===== config.mk =====
export PLATFORM = sky130hd
export DESIGN_NAME = reg_dump_reader
export DESIGN_NICKNAME = d
export VERILOG_FILES = /design/src/rtl/reg_dump_reader.sv
export SDC_FILE = /design/constraint.sdc
export NUM_CORES = 1
export LEC_CHECK = 0
export CORE_ASPECT_RATIO = 1.5
export CORE_MARGIN = 2
export CORE_UTILIZATION = 34
export CTS_BUF_LIST = sky130_fd_sc_hd__clkbuf_8
export DETAILED_ROUTE_END_ITERATION = 6
export GPL_TIMING_DRIVEN = 1
export PLACE_DENSITY_LB_ADDON = 0.12
export SLEW_MARGIN = 15
export SYNTH_ARGS = -nofsm -noshare
export SYNTH_HDL_FRONTEND = slang
export SYNTH_SLANG_ARGS = --single-unit

===== constraint.sdc =====
create_clock -name i_clk -period 2.24 [get_ports i_clk]
set_input_delay 0.56 -clock i_clk [delete_from_list [all_inputs] [get_ports i_clk]]
set_output_delay 0.56 -clock i_clk [all_outputs]
set_load 0.05 [all_outputs]

===== src/rtl/reg_dump_reader.sv =====
// reg_dump_reader: walks a register file from address 0 to 2**W-1 and
// streams every B-bit register to a UART transmitter, most significant
// byte first, handshaking each byte with o_tx_start / i_tx_done.
module reg_dump_reader #(
    parameter int B = 32,
    parameter int W = 5
) (
    input  logic         i_clk,
    input  logic         i_reset,
    input  logic         i_start,
    input  logic [B-1:0] i_reg_data,
    input  logic         i_tx_done,
    output logic [W-1:0] o_reg_addr,
    output logic         o_tx_start,
    output logic [7:0]   o_tx_data,
    output logic         o_busy,
    output logic         o_done
);

    localparam int NB = B / 8;
    localparam int CW = (NB > 1) ? $clog2(NB) : 1;
    localparam logic [CW-1:0] LAST_BYTE = CW'(NB - 1);

    typedef enum logic [2:0] {
        IDLE,
        WAIT_RD,
        LATCH,
        SEND,
        WAIT_TX,
        DONE
    } state_t;

    state_t        state;
    state_t        state_d;
    logic [B-1:0]  shreg;
    logic [B-1:0]  shreg_d;
    logic [B-1:0]  shifted;
    logic [CW-1:0] cnt;
    logic [CW-1:0] cnt_d;
    logic [W-1:0]  addr_d;
    logic [7:0]    data_d;
    logic          tx_start_d;
    logic          done_d;

    // Next byte always comes from the top of the shift register after a
    // left shift, which keeps the MSB-first slice valid even for B = 8.
    assign shifted = shreg << 8;

    assign o_busy = (state != IDLE);

    // Next-state and next-output computation; all outputs except o_busy
    // are registered, so o_tx_start / o_done appear one cycle after the
    // SEND / DONE state that requests them.
    always_comb begin
        state_d    = state;
        shreg_d    = shreg;
        cnt_d      = cnt;
        addr_d     = o_reg_addr;
        data_d     = o_tx_data;
        tx_start_d = 1'b0;
        done_d     = 1'b0;

        case (state)
            IDLE: begin
                if (i_start) begin
                    addr_d  = '0;
                    state_d = WAIT_RD;
                end
            end

            WAIT_RD: begin
                state_d = LATCH;
            end

            LATCH: begin
                shreg_d = i_reg_data;
                cnt_d   = '0;
                data_d  = i_reg_data[B-1 -: 8];
                state_d = SEND;
            end

            SEND: begin
                tx_start_d = 1'b1;
                state_d    = WAIT_TX;
            end

            WAIT_TX: begin
                if (i_tx_done) begin
                    if (cnt != LAST_BYTE) begin
                        shreg_d = shifted;
                        data_d  = shifted[B-1 -: 8];
                        cnt_d   = cnt + 1'b1;
                        state_d = SEND;
                    end else if (o_reg_addr != '1) begin
                        addr_d  = o_reg_addr + 1'b1;
                        state_d = WAIT_RD;
                    end else begin
                        state_d = DONE;
                    end
                end
            end

            DONE: begin
                done_d  = 1'b1;
                state_d = IDLE;
            end

            default: begin
                state_d = IDLE;
            end
        endcase
    end

    // State and datapath registers with synchronous reset taking priority.
    always_ff @(posedge i_clk) begin
        if (i_reset) begin
            state      <= IDLE;
            shreg      <= '0;
            cnt        <= '0;
            o_reg_addr <= '0;
            o_tx_data  <= '0;
            o_tx_start <= 1'b0;
            o_done     <= 1'b0;
        end else begin
            state      <= state_d;
            shreg      <= shreg_d;
            cnt        <= cnt_d;
            o_reg_addr <= addr_d;
            o_tx_data  <= data_d;
            o_tx_start <= tx_start_d;
            o_done     <= done_d;
        end
    end

endmodule


==> impl_metrics.prom <==
# TYPE chip_impl_metric gauge
chip_impl_info{name="result_of_the_run",value="finished, final reports clean"} 1
chip_impl_metric{name="top_cell_type_s_share_of_synthesized_area",unit="%"} 37.8
chip_impl_metric{name="worst-path-buf-inv",unit=""} 1
chip_impl_info{name="yosys.area.top_type",value="sky130_fd_sc_hd__dfxtp_1"} 1
chip_impl_info{name="critical_path.reg2reg.endpoint",value="o_reg_addr[1]"} 1
chip_impl_info{name="worstSetupPathType",value="reg2out"} 1
chip_impl_metric{name="postLayoutCoreUtil",unit="%"} 44.7
chip_impl_metric{name="syn-num-nets",unit=""} 257
chip_impl_info{name="yosysMostFrequentCell",value="sky130_fd_sc_hd__dfxtp_1"} 1
chip_impl_metric{name="antenna_cells_inserted",unit=""} 0
chip_impl_metric{name="maximum_number_of_pins_on_one_net_before_global_route_repair",unit=""} 33
chip_impl_metric{name="number_of_buffers_added_by_the_clock_tree_synthesis_step",unit=""} 5
chip_impl_info{name="tritoncts_clock_tree",value="built"} 1
chip_impl_metric{name="final.fill_count",unit=""} 671
chip_impl_metric{name="max_freq",unit="MHz"} 483
chip_impl_metric{name="final_cell_area_excluding_filler_cells",unit="sq um"} 3020
chip_impl_metric{name="power_density",unit="nW/um^2"} 706
chip_impl_info{name="worst_hold_path.endpoint",value="cnt[1]"} 1
chip_impl_info{name="cp_cell_sequence",value="clkdlybuf4s50_1"} 1
chip_impl_metric{name="postSynthAreaPerCell",unit="sq um"} 10.7
chip_impl_metric{name="port-buffer-count",unit=""} 51
chip_impl_metric{name="die_area",unit="sq um"} 7550
chip_impl_info{name="critical_path_launch_point_type",value="flop"} 1
chip_impl_metric{name="shortest_clock_period_the_worst_path_allows_after_layout",unit="ns"} 2.07
chip_impl_metric{name="tritoncts_num_sinks",unit=""} 44
chip_impl_info{name="crit_end_element",value="output pin"} 1
chip_impl_metric{name="timing.max_slew.rel_slack",unit="%"} 57.4
chip_impl_metric{name="postCtsHoldBufs",unit=""} 0
chip_impl_info{name="synth_commonest_cells",value="44 x sky130_fd_sc_hd__dfxtp_1, 28 x sky130_fd_sc_hd__a211oi_1, 28 x sky130_fd_sc_hd__mux2i_1"} 1
chip_impl_info{name="rsz_0062_raised_after_global_routing",value="false"} 1
chip_impl_metric{name="syn2layout_area_growth",unit="%"} 29.5
chip_impl_metric{name="cts_setup_buffers",unit=""} 0
chip_impl_metric{name="worst_setup_hold_path_clk_slew",unit="ns"} 0.07
chip_impl_metric{name="tightest_slew",unit="ns"} 0.639
chip_impl_metric{name="grt_overflow_total",unit=""} 0
chip_impl_metric{name="ys_warn_count",unit=""} 0
chip_impl_metric{name="postSynth.asyncResetShare",unit="%"} 0
chip_impl_metric{name="final_count_of_hold_timing_violations",unit=""} 0
chip_impl_metric{name="post-place-ws",unit="ns"} 0.207
chip_impl_metric{name="cell_variety_after_synth",unit=""} 38
chip_impl_metric{name="finalSetupViolCount",unit=""} 0
chip_impl_info{name="worst_path_dominant_cell_family",value="buffers and inverters"} 1
chip_impl_metric{name="average_wire_per_cell_in_the_routed_design",unit="um"} 16.5
chip_impl_info{name="cts_root_buffer",value="sky130_fd_sc_hd__clkbuf_8"} 1
chip_impl_metric{name="cpPeakStageDelay",unit="ns"} 0.83
chip_impl_metric{name="chipHeight",unit="um"} 105
chip_impl_metric{name="finalWeightedCongestion",unit=""} 0.721
chip_impl_metric{name="place_area",unit="sq um"} 2920
chip_impl_metric{name="detail_route.vias_per_cell",unit=""} 5.42
chip_impl_metric{name="count_of_flip_flops_with_a_built_in_enable_after_synthesis",unit=""} 0
chip_impl_metric{name="design.final.nets",unit=""} 305
chip_impl_metric{name="worstPathMaxFanout",unit=""} 5
chip_impl_metric{name="ctsResizeCount",unit=""} 0
chip_impl_metric{name="dp.final_hpwl",unit="um"} 3950
chip_impl_metric{name="clock_path_buffers",unit=""} 2
chip_impl_info{name="r2r_start",value="o_reg_addr[0]"} 1
chip_impl_metric{name="netlist_instances",unit=""} 218
chip_impl_metric{name="drtPass1Iterations",unit=""} 4
chip_impl_info{name="hp-start",value="cnt[1]"} 1
chip_impl_metric{name="design_power_total",unit="mW"} 2.13
chip_impl_metric{name="worst_r2r_path_depth",unit=""} 6
chip_impl_metric{name="regToRegSetupSlack",unit="ns"} 0.42
chip_impl_info{name="slowest_stage",value="sky130_fd_sc_hd__clkdlybuf4s50_1"} 1
chip_impl_metric{name="post-route-drc-count",unit=""} 0
chip_impl_metric{name="arrival",unit="ns"} 1.51
chip_impl_metric{name="floorplan.die.width",unit="um"} 71.6
chip_impl_metric{name="detail_route.iter0.violations",unit=""} 108
chip_impl_metric{name="synth-seq-area-share",unit="%"} 37.8
chip_impl_metric{name="start_util",unit="%"} 34.5
chip_impl_metric{name="vias",unit=""} 1859
chip_impl_metric{name="worstPathRequired",unit="ns"} 1.68
chip_impl_metric{name="clock_skew",unit="ns"} 0.00756
chip_impl_metric{name="clk-insertion-delay-late",unit="ns"} 0.29
chip_impl_metric{name="placementRows",unit=""} 37
chip_impl_metric{name="overall_fraction_of_global_route_tracks_in_use",unit="%"} 15.9
chip_impl_info{name="synth_flop_cell",value="sky130_fd_sc_hd__dfxtp_1"} 1
chip_impl_info{name="worst_hold_path_type",value="reg2reg"} 1
chip_impl_metric{name="finalCritPeriodShare",unit="%"} 92.4
chip_impl_metric{name="first_global_vias",unit=""} 1824
chip_impl_metric{name="ant_nets",unit=""} 0
chip_impl_metric{name="drive_gt1_share",unit="%"} 18.1
chip_impl_metric{name="floorplan.core_area",unit="sq um"} 6760
chip_impl_metric{name="post_synth_instance_area",unit="sq um"} 2330
chip_impl_metric{name="power.ir.vdd_worst",unit="mV"} 0.366
chip_impl_metric{name="grt_first_pass_wirelength",unit="um"} 9490
chip_impl_metric{name="finalWorstSetupSlack",unit="ns"} 0.169
chip_impl_metric{name="ios",unit=""} 52
chip_impl_metric{name="leakagePower",unit="nW"} 0.963
chip_impl_metric{name="final_wl",unit="um"} 5670
chip_impl_metric{name="htreeDepth",unit=""} 2
chip_impl_metric{name="grt_antenna_before_repair",unit=""} 0
chip_impl_metric{name="yosys_register_bits",unit=""} 44
chip_impl_metric{name="worstHoldPathCells",unit=""} 2
chip_impl_metric{name="tns",unit="ns"} 0
chip_impl_metric{name="number_of_max_capacitance_violations_reported",unit=""} 0
chip_impl_info{name="post_synth_main_area_contributors",value="sky130_fd_sc_hd__dfxtp_1 38%, sky130_fd_sc_hd__mux2i_1 12%, sky130_fd_sc_hd__a211oi_2 11%, sky130_fd_sc_hd__a211oi_1 9.0%, sky130_fd_sc_hd__a22oi_1 2.6%"} 1
chip_impl_metric{name="slew_viols_final",unit=""} 0
placed cells by master, fill, tap and decap left out, types with 2 or more instances in the layout:
cell | Yosys | layout
sky130_fd_sc_hd__buf_12 | 1 | 4
sky130_fd_sc_hd__inv_1 | 3 | 3
sky130_fd_sc_hd__nand2b_1 | 6 | 6
sky130_fd_sc_hd__a211oi_2 | 21 | 21
sky130_fd_sc_hd__buf_4 | 4 | 11
sky130_fd_sc_hd__clkbuf_8 | 0 | 5
sky130_fd_sc_hd__a211oi_1 | 28 | 28
sky130_fd_sc_hd__a21oi_1 | 10 | 10
sky130_fd_sc_hd__mux2i_1 | 28 | 28
sky130_fd_sc_hd__nor3_1 | 2 | 2
sky130_fd_sc_hd__nand3_1 | 8 | 8
sky130_fd_sc_hd__a22oi_1 | 8 | 8
sky130_fd_sc_hd__clkdlybuf4s50_1 | 0 | 49
sky130_fd_sc_hd__nor3b_4 | 3 | 3
sky130_fd_sc_hd__nor2b_1 | 2 | 2
sky130_fd_sc_hd__nor2_1 | 5 | 5
sky130_fd_sc_hd__and3_1 | 2 | 2
sky130_fd_sc_hd__a2bb2oi_1 | 2 | 2
sky130_fd_sc_hd__nand3b_1 | 3 | 3
sky130_fd_sc_hd__nand4_1 | 2 | 2
sky130_fd_sc_hd__dfxtp_1 | 44 | 44
sky130_fd_sc_hd__ha_1 | 3 | 3
layout make-up:
cell class | instances | area [sq um] | share of cell area (%)
Clock buffer | 5 | 68.8 | 2.28
Clock inverter | 1 | 30.0 | 0.995
Inverter | 3 | 11.3 | 0.373
Multi-Input combinational cell | 147 | 1270 | 42.1
Sequential cell | 44 | 881 | 29.2
Tap cell | 78 | 97.6 | 3.23
Timing Repair Buffer | 65 | 658 | 21.8
state kept, by name, indices dropped and copies added (netlist names):
register,flops
shreg,24
o_tx_data,8
o_reg_addr,5
state,3
cnt,2
o_done,1
o_tx_start,1
logic make-up after synthesis:
group | Yosys count | synth area share, %
muxes | 28 | 12.0
and+or+nand+nor | 40 | 12.1
adders and majority gates | 3 | 1.61
DFF | 44 | 37.8
AOI/OAI and AO/OA | 75 | 28.4
xor gates and xnor gates | 1 | 0.376
buffers and inverters | 27 | 7.68
metrics by stage:
step,hold WS (ns),cells
final,0.486,343
after CTS,0.493,343
after global routing,0.506,343
after global placement,0.467,337
after detailed placement,0.481,337
after floorplan,0.452,218
per-layer routing:
layer	track usage (%)	part of all wire (%)
met1	22.0	46
met2	24.3	49
met3	3.15	3.8
met4	5.66	1.4
met5	0	0
report_power, final:
part	internal [mW]	leakage [nW]	switching [mW]
logic	0.286	0.555	0.330
clock network	0.320	0.0501	0.264
registers	0.864	0.359	0.0673
total	1.47	0.963	0.661
how the worst max path moves through the flow:
stage	end	slack (ns)	depth (start not counted)	startpoint
floorplan	o_reg_addr[3]	0.25	6	o_reg_addr[0]
global placement	cnt[0]	0.25	5	i_tx_done
detailed placement	cnt[1]	0.21	5	i_tx_done
CTS	o_reg_addr[0]	0.15	1	o_reg_addr[0]
global route	o_reg_addr[3]	0.11	1	o_reg_addr[3]
finish	o_reg_addr[0]	0.17	1	o_reg_addr[0]
worst min-delay path, cell delays in order (launching register included):
cell and delay (ns):
sky130_fd_sc_hd__dfxtp_1 0.32, sky130_fd_sc_hd__nand2b_1 0.06, sky130_fd_sc_hd__mux2i_1 0.06
No activity file was read; power rests on OpenSTA's default activity.
